--- src/rtl/ifetch_line_buffer_if.sv ---
// Bundle of fetch-side and memport-side signals for the single-line
// instruction fetch buffer. The slave modport is the buffer's view.
// The master modport is the surrounding fetch stage plus memport.
interface ifetch_line_buffer_if #(
    parameter int DATA_WIDTH = 256
);
    // fetch side
    logic [31:0]           ufp_addr;
    logic [3:0]            ufp_rmask;
    logic                  ufp_ready;
    logic [31:0]           ufp_rdata;
    logic                  ufp_resp;
    logic                  flush;

    // memport side
    logic [31:0]           mem_addr;
    logic                  mem_read;
    logic                  mem_resp;
    logic [DATA_WIDTH-1:0] mem_rdata;

    modport slave (
        input  ufp_addr,
        input  ufp_rmask,
        input  flush,
        input  mem_resp,
        input  mem_rdata,
        output ufp_ready,
        output ufp_rdata,
        output ufp_resp,
        output mem_addr,
        output mem_read
    );

    modport master (
        output ufp_addr,
        output ufp_rmask,
        output flush,
        output mem_resp,
        output mem_rdata,
        input  ufp_ready,
        input  ufp_rdata,
        input  ufp_resp,
        input  mem_addr,
        input  mem_read
    );
endinterface

--- src/rtl/ifetch_line_buffer.sv ---
// Single-line instruction fetch buffer. Holds one 256-bit line plus tag,
// answers hits in one cycle and fills the line from memport on a miss.
//
// state     | meaning
// ----------+---------------------------------------------------------
// IDLE      | ready for a fetch; hits answered next cycle
// FILL      | line read outstanding, answer the fetch when it returns
// FLUSHWAIT | line read outstanding after a redirect; fill silently
module ifetch_line_buffer #(
    parameter int DATA_WIDTH = 256
) (
    input logic                  clk,
    input logic                  rst,
    ifetch_line_buffer_if.slave  bus
);
    typedef enum logic [1:0] {
        IDLE      = 2'd0,
        FILL      = 2'd1,
        FLUSHWAIT = 2'd2
    } state_t;

    state_t            state_q, state_d;

    logic              valid_q;
    logic [26:0]       tag_q;
    logic [7:0][31:0]  line_q;
    logic [29:0]       req_addr_q, req_addr_d;

    logic              resp_q, resp_d;
    logic [31:0]       rdata_q, rdata_d;
    logic              mem_read_q, mem_read_d;
    logic [31:0]       mem_addr_q, mem_addr_d;
    logic              fill_en;

    logic              accept;
    logic              hit;
    logic [7:0][31:0]  mem_words;
    logic [1:0]        unused_byte_offset;

    // byte offset within a word never affects which word is returned
    assign unused_byte_offset = bus.ufp_addr[1:0];

    assign mem_words = bus.mem_rdata[255:0];

    // ready is the only combinational output; it must be low during reset
    assign bus.ufp_ready = (state_q == IDLE) && !rst;

    assign accept = bus.ufp_ready && (bus.ufp_rmask != 4'b0000) && !bus.flush;
    assign hit    = valid_q && (tag_q == bus.ufp_addr[31:5]);

    assign bus.ufp_resp  = resp_q;
    assign bus.ufp_rdata = rdata_q;
    assign bus.mem_read  = mem_read_q;
    assign bus.mem_addr  = mem_addr_q;

    // next-state and registered-output decode
    always_comb begin
        state_d    = state_q;
        resp_d     = 1'b0;
        rdata_d    = rdata_q;
        mem_read_d = mem_read_q;
        mem_addr_d = mem_addr_q;
        req_addr_d = req_addr_q;
        fill_en    = 1'b0;

        case (state_q)
            IDLE: begin
                // a stray mem_resp here is ignored on purpose
                if (accept) begin
                    req_addr_d = bus.ufp_addr[31:2];
                    if (hit) begin
                        resp_d  = 1'b1;
                        rdata_d = line_q[bus.ufp_addr[4:2]];
                    end else begin
                        state_d    = FILL;
                        mem_read_d = 1'b1;
                        mem_addr_d = {bus.ufp_addr[31:5], 5'b0_0000};
                    end
                end
            end
            FILL: begin
                if (bus.mem_resp) begin
                    fill_en    = 1'b1;
                    mem_read_d = 1'b0;
                    state_d    = IDLE;
                    // a redirect in the same cycle still keeps the line
                    if (!bus.flush) begin
                        resp_d  = 1'b1;
                        rdata_d = mem_words[req_addr_q[2:0]];
                    end
                end else if (bus.flush) begin
                    // memport cannot abort a line read; wait it out
                    state_d = FLUSHWAIT;
                end
            end
            FLUSHWAIT: begin
                if (bus.mem_resp) begin
                    fill_en    = 1'b1;
                    mem_read_d = 1'b0;
                    state_d    = IDLE;
                end
            end
            default: begin
                state_d = IDLE;
            end
        endcase
    end

    // FSM state and registered outputs
    always_ff @(posedge clk or posedge rst) begin
        if (rst) begin
            state_q    <= IDLE;
            resp_q     <= 1'b0;
            rdata_q    <= 32'h0;
            mem_read_q <= 1'b0;
            mem_addr_q <= 32'h0;
            req_addr_q <= 30'h0;
        end else begin
            state_q    <= state_d;
            resp_q     <= resp_d;
            rdata_q    <= rdata_d;
            mem_read_q <= mem_read_d;
            mem_addr_q <= mem_addr_d;
            req_addr_q <= req_addr_d;
        end
    end

    // line storage; tag comes from the outstanding read address
    always_ff @(posedge clk or posedge rst) begin
        if (rst) begin
            valid_q <= 1'b0;
            tag_q   <= 27'h0;
            line_q  <= '0;
        end else if (fill_en) begin
            valid_q <= 1'b1;
            tag_q   <= mem_addr_q[31:5];
            line_q  <= mem_words;
        end
    end
endmodule

--- src/flat_wrapper.sv ---
// flat-port wrapper written by rule: the top's interface ports become plain ports
module ifetch_line_buffer_flat 
#(
    parameter int DATA_WIDTH = 256
)
  (clk, rst, bus_ufp_addr, bus_ufp_rmask, bus_flush, bus_mem_resp, bus_mem_rdata, bus_ufp_ready, bus_ufp_rdata, bus_ufp_resp, bus_mem_addr, bus_mem_read);
  ifetch_line_buffer_if #(.DATA_WIDTH(DATA_WIDTH)) bus_i ();
  input logic clk;
  input logic rst;
  input wire logic [$bits(bus_i.ufp_addr)-1:0] bus_ufp_addr;
  input wire logic [$bits(bus_i.ufp_rmask)-1:0] bus_ufp_rmask;
  input wire logic [$bits(bus_i.flush)-1:0] bus_flush;
  input wire logic [$bits(bus_i.mem_resp)-1:0] bus_mem_resp;
  input wire logic [$bits(bus_i.mem_rdata)-1:0] bus_mem_rdata;
  output wire logic [$bits(bus_i.ufp_ready)-1:0] bus_ufp_ready;
  output wire logic [$bits(bus_i.ufp_rdata)-1:0] bus_ufp_rdata;
  output wire logic [$bits(bus_i.ufp_resp)-1:0] bus_ufp_resp;
  output wire logic [$bits(bus_i.mem_addr)-1:0] bus_mem_addr;
  output wire logic [$bits(bus_i.mem_read)-1:0] bus_mem_read;
  assign bus_i.ufp_addr = bus_ufp_addr;
  assign bus_i.ufp_rmask = bus_ufp_rmask;
  assign bus_i.flush = bus_flush;
  assign bus_i.mem_resp = bus_mem_resp;
  assign bus_i.mem_rdata = bus_mem_rdata;
  assign bus_ufp_ready = bus_i.ufp_ready;
  assign bus_ufp_rdata = bus_i.ufp_rdata;
  assign bus_ufp_resp = bus_i.ufp_resp;
  assign bus_mem_addr = bus_i.mem_addr;
  assign bus_mem_read = bus_i.mem_read;
  ifetch_line_buffer #(.DATA_WIDTH(DATA_WIDTH)) u_core (.clk(clk), .rst(rst), .bus(bus_i));
endmodule
--- config.mk ---
export PLATFORM = sky130hd
export DESIGN_NAME = ifetch_line_buffer_flat
export DESIGN_NICKNAME = d
export VERILOG_FILES = /design/src/rtl/ifetch_line_buffer_if.sv /design/src/rtl/ifetch_line_buffer.sv /design/src/flat_wrapper.sv
export SDC_FILE = /design/constraint.sdc
export NUM_CORES = 1
export LEC_CHECK = 0
export ABC_AREA = 1
export BUFFER_PORTS_ARGS = -buffer_cell sky130_fd_sc_hd__buf_4
export CAP_MARGIN = 40
export CORE_ASPECT_RATIO = 0.6
export CORE_UTILIZATION = 56
export CTS_CLUSTER_SIZE = 16
export DETAILED_ROUTE_END_ITERATION = 6
export PLACE_DENSITY_LB_ADDON = 0.12
export SETUP_SLACK_MARGIN = 0.5
export SYNTH_ARGS = -nofsm -noshare
export SYNTH_HDL_FRONTEND = slang
export SYNTH_SLANG_ARGS = --single-unit
export TNS_END_PERCENT = 50
--- constraint.sdc ---
create_clock -name clk -period 14.56 [get_ports clk]
set_clock_uncertainty 0.05 [all_clocks]
set_input_delay 2.184 -clock clk [delete_from_list [all_inputs] [get_ports clk]]
set_output_delay 2.184 -clock clk [all_outputs]
set_load 0.02 [all_outputs]
After elaboration in Yosys (flattened, before gate mapping)
Cells that the tools add are included.

Eq/ne operators: 11. Bitwise gates (word level): 1. Divide/modulo/power cells: 0. Reductions and logical operators: 16. Multipliers: 0. $add $sub $neg: 0. Shift-type cells: 0. Mux-type cells: 26. Magnitude comparators: 2.

Operator list (number): $bmux 32 s3 (2); $mux 32 (6); $pmux 32 s2 (1); $eq 27x27->1 (1); $mux 2 (5); $mux 1 (9); $lt 3x4->1 const B (2); $ne 2x2->1 const B (4); $reduce_and 4->1 (2); $ne 2x1->1 const B (3); $pmux 2 s3 (1); $reduce_and 5->1 (1); $logic_and 1x1->1 (4); $pmux 1 s2 (2); $reduce_bool 2->1 (2); $reduce_bool 4->1 (1); $ne 3x3->1 const B (1); $reduce_and 3->1 (1); $eq 2x1->1 const B (1); $eq 2x2->1 const B (1); $logic_not 1->1 (2); $logic_not 2->1 (1); $reduce_and 2->1 (1); $reduce_or 2->1 (1); $not 1->1 (1).

Input bits: 296. Memory bits (read-only): 0. Memory bits (writable): 0. Memories kept: 0. Flip-flop bits (word level): 350. Word-level logic and storage cells: 72. Latch bits: 0. Output and inout bits: 67.

Logic depth before layout (Yosys ltp)
Depth in word-level cells: 6. Depth in mapped cells: 14. Mapped depth without buffers: 13.

Worst setup path after synthesis
Ideal clock, no wire load.

Path type: in2out. Start point: in rst. End point: out bus_ufp_ready. Arrival: 2420 ps. Path buffers: 0. Required time: 12326 ps. Cell stages on the path: 1. Slack: 9906 ps. Cell sequence: nor2_2.

Word-level cells in the longest chain between the ends: 2.

Ends and longest elaborated chain: start, declared (RTL line flat_wrapper.sv:9) `input logic rst;`; $logic_not 1->1 (RTL line ifetch_line_buffer.sv:46) `assign bus.ufp_ready = (state_q == IDLE) && !rst;`; $logic_and 1x1->1 (RTL line ifetch_line_buffer.sv:46); end, declared (RTL line flat_wrapper.sv:15) `output wire logic [$bits(bus_i.ufp_ready)-1:0] bus_ufp_ready;`.

Every way passes these cells.

Final worst setup path
Same ends and word-level chain as after synthesis.

==> impl_results.md <==
- Status: finished clean
- Yosys warns: 0
- Worst-path cell chain: buf_4 > nor2_2 > buf_4
- Seq/Total Area, Yosys: 0.470
- VDD IR max: 0.000120 V
- Critical path's largest stage delay: 0.16 ns
- CTS Buf Count: 35
- GPL Wtd Cong: 0.969
- Drt via density: 5.61
- Final ANT Viol Nets: 0
- Largest family of logic cells by synthesized area: compound AO/OA/AOI/OAI gates
- Power Density: 217 nW/um^2
- Initial Util: 0.572
- Worst EP required: between 10 and 15 ns
- Largest net degree at the start of global routing: 135
- Mux cell area share after synthesis: 0.0779
- Cell Rows: 51
- Simple-gate area share of the yosys netlist: 0.147
- Period utilisation layout: 0.335
- Post-CTS sizing: 0
- Unrepaired setup endpoints after global routing: no
- Residual DRC: 0
- Synth Area in Compound Gates: 0.193
- Commonest cells after routing, fill and taps aside: 451 x nand2_1, 370 x buf_4, 365 x o21ai_0
- Post-Syn Instances: 2319
- #FFs+latches synth: 350
- Hold/Removal Path Class: reg -> reg
- CTS tree: done
- Crit path buffers/inverters: 2
- FMAX: 205 MHz
- Clk root buf: clkbuf_16
- Overall global routing resource usage: 0.332
- First-pass GRT wire length: a little under 90 mm
- CP max stage cell: buf_4
- H-tree levels: 2
- Crit path arrival time: 2.64 ns
- Clock sink total: 350
- Leak: ~11 nW
- Post-Synth Adder-Cell Area: 0.00268
- Synth-to-Final Area Change: 21.9%
- Max Slew Vio Count: 0
- Crit path max-delay family: buffers and inverters
- Min Tclk post-route: 4.87 ns
- Netlist cell types: 25
- IO Count: between 300 and 400
- Total Routed Length: 57.2 mm
- Starting DRC count in detailed routing: approximately 1700
- Setup TNS: 0 ns
- Setup-failing EPs final: 0
- Most frequent CP cell: buf_4
- Slew @ Worst Pin: between 0.9 and 1 ns
- Post-Syn Area per Cell: between 8 and 9 sq um
- # port buffers: roughly 360
- Overflow after GRT: 0
- Initial antenna violation count: 6
- Clock Path Buffers: 3
- Worst slew margin: 0.378
- Most common cell after layout, fill and taps aside: nand2_1
- Placed cells: 2982
- Hpwl dp: 37.5 mm
- Cts hold-fix bufs: 0
- Die H: 143 microns
- Synthesized cell area: 18600 sq um
- Worst-Skew Late Latency: 0.53 ns
- Full die area: approximately 34000 sq um
- Worst-path clk slew: 0.06 ns
- Max-Cap Viols: 0
- Share of cells above drive strength 1: 0.227
- Vias: between 15000 and 20000
- Total Nets Final: 2869
- Die Wd: 238 microns
- Avg WL per Cell: about 19 microns
- Maximum fanout along the worst path: 2
- Core Box Area: roughly 33000 sq um
- Worst Setup End Kind: primary output
- Number of global-route vias before repair: 16000
- TritonRoute pass-1 iters: 6
- WS Path Type: in -> out
- Final Hold Fails: 0
- Synth Area in XOR/XNOR: 0
- Fillers: around 2600
- Non-Filler Instances: 3050
- Power Total: 4.94 mW
- Setup bufs post-CTS: 0
- Startpoint types: primary input
tightest hold or removal path: cells and delay by family, from the launching register on:
kind | cells | cell delay [ns]
and+or+nand+nor | 1 | 0.05
buffers and inverters | 1 | 0.05
DFF | 1 | 0.32
synthesized netlist by cell type:
cell type / number / area, sq um
nand2_1: 452 / 1700
o21ai_0: 365 / 1830
dfrtp_1: 350 / 8760
inv_1: 321 / 1200
a21oi_1: 189 / 946
nand3_1: 164 / 821
mux2_2: 129 / 1450
o211ai_1: 96 / 721
clkbuf_1: 72 / 270
buf_2: 67 / 335
nor2_1: 44 / 165
o21ai_1: 18 / 90.1
buf_1: 15 / 56.3
buf_4: 15 / 113
ha_1: 4 / 50.1
inv_2: 4 / 15.0
buf_6: 3 / 33.8
nand2_2: 2 / 12.5
nand2_4: 2 / 22.5
nor2_2: 2 / 12.5
clkbuf_2: 1 / 5.00
conb_1: 1 / 3.75
nand3_2: 1 / 10.0
o21ai_4: 1 / 16.3
o31ai_1: 1 / 7.51
kinds of logic after synthesis:
logic type | Yosys count
other | 1
flip-flops | 350
adder cells (fa/ha/maj) | 4
multiplexers | 129
AND/OR/NAND/NOR | 667
AO/OA/AOI/OAI | 670
buffers and inverters | 498
per-stage QoR:
stage | instance area (sq um) | hold slack, ns | utilization | worst slack (ns)
floorplan | 18700 | 0.372 | - | 2.62
global placement | 21200 | 0.389 | 0.651 | 9.58
detailed placement | 21500 | 0.389 | 0.660 | 9.70
CTS | 22700 | 0.404 | 0.697 | 9.70
global route | 22700 | 0.414 | 0.697 | 9.68
finish | 22700 | 0.405 | 0.697 | 9.69
flip-flops by register name, indices dropped and copies added (netlist names):
name / flops
u_core.line_q: 256
u_core.bus.ufp_rdata: 32
u_core.bus.mem_addr: 27
u_core.tag_q: 27
u_core.req_addr_q: 3
u_core.state_q: 2
u_core.bus.mem_read: 1
u_core.bus.ufp_resp: 1
u_core.valid_q: 1
path summary, 6_finish.rpt:
kind | from | endpoint | slack, ns | cells past startpoint
max | rst | bus_ufp_ready | 9.69 | 3
min | u_core.valid_q | u_core.valid_q | 0.40 | 2
min reg2reg | u_core.valid_q | u_core.valid_q | 0.40 | 2
max in group asynchronous | rst | u_core.bus.mem_addr[13] | 11.39 | 5
min in group asynchronous | rst | u_core.bus.mem_addr[15] | 1.53 | 2
max reg2reg | u_core.state_q[0] | u_core.line_q[143] | 11.36 | 6
metal layers:
layer / track usage / wire (microns) / vias up / part of all wire
li1: - / - / 8122 / -
met1: 0.481 / 25500 / 8138 / 0.45
met2: 0.497 / 25300 / 743 / 0.44
met3: 0.0682 / 4720 / 98 / 0.083
met4: 0.115 / 1590 / 2 / 0.028
met5: 0 / 13 / - / 0.00023
report_power, final:
group / switching, mW / internal [mW] / total [mW]
logic: 1.33 / 0.869 / 2.20
registers: 0.315 / 1.47 / 1.78
clock network: 0.397 / 0.559 / 0.956
total: 2.04 / 2.90 / 4.94
area by class of cell:
| class | count | area [sq um] | area share |
|---|---|---|---|
| Tap cell | 450 | 563 | 0.0248 |
| Timing Repair Buffer | 382 | 3070 | 0.135 |
| Clock inverter | 12 | 138 | 0.00606 |
| Clock buffer | 51 | 1060 | 0.0466 |
| Sequential cell | 350 | 8770 | 0.386 |
| Inverter | 325 | 1230 | 0.0540 |
| Antenna cell | 5 | 12.5 | 0.000551 |
| Multi-Input combinational cell | 1475 | 7890 | 0.347 |
Note: power is estimated with default switching activity, not from simulation.
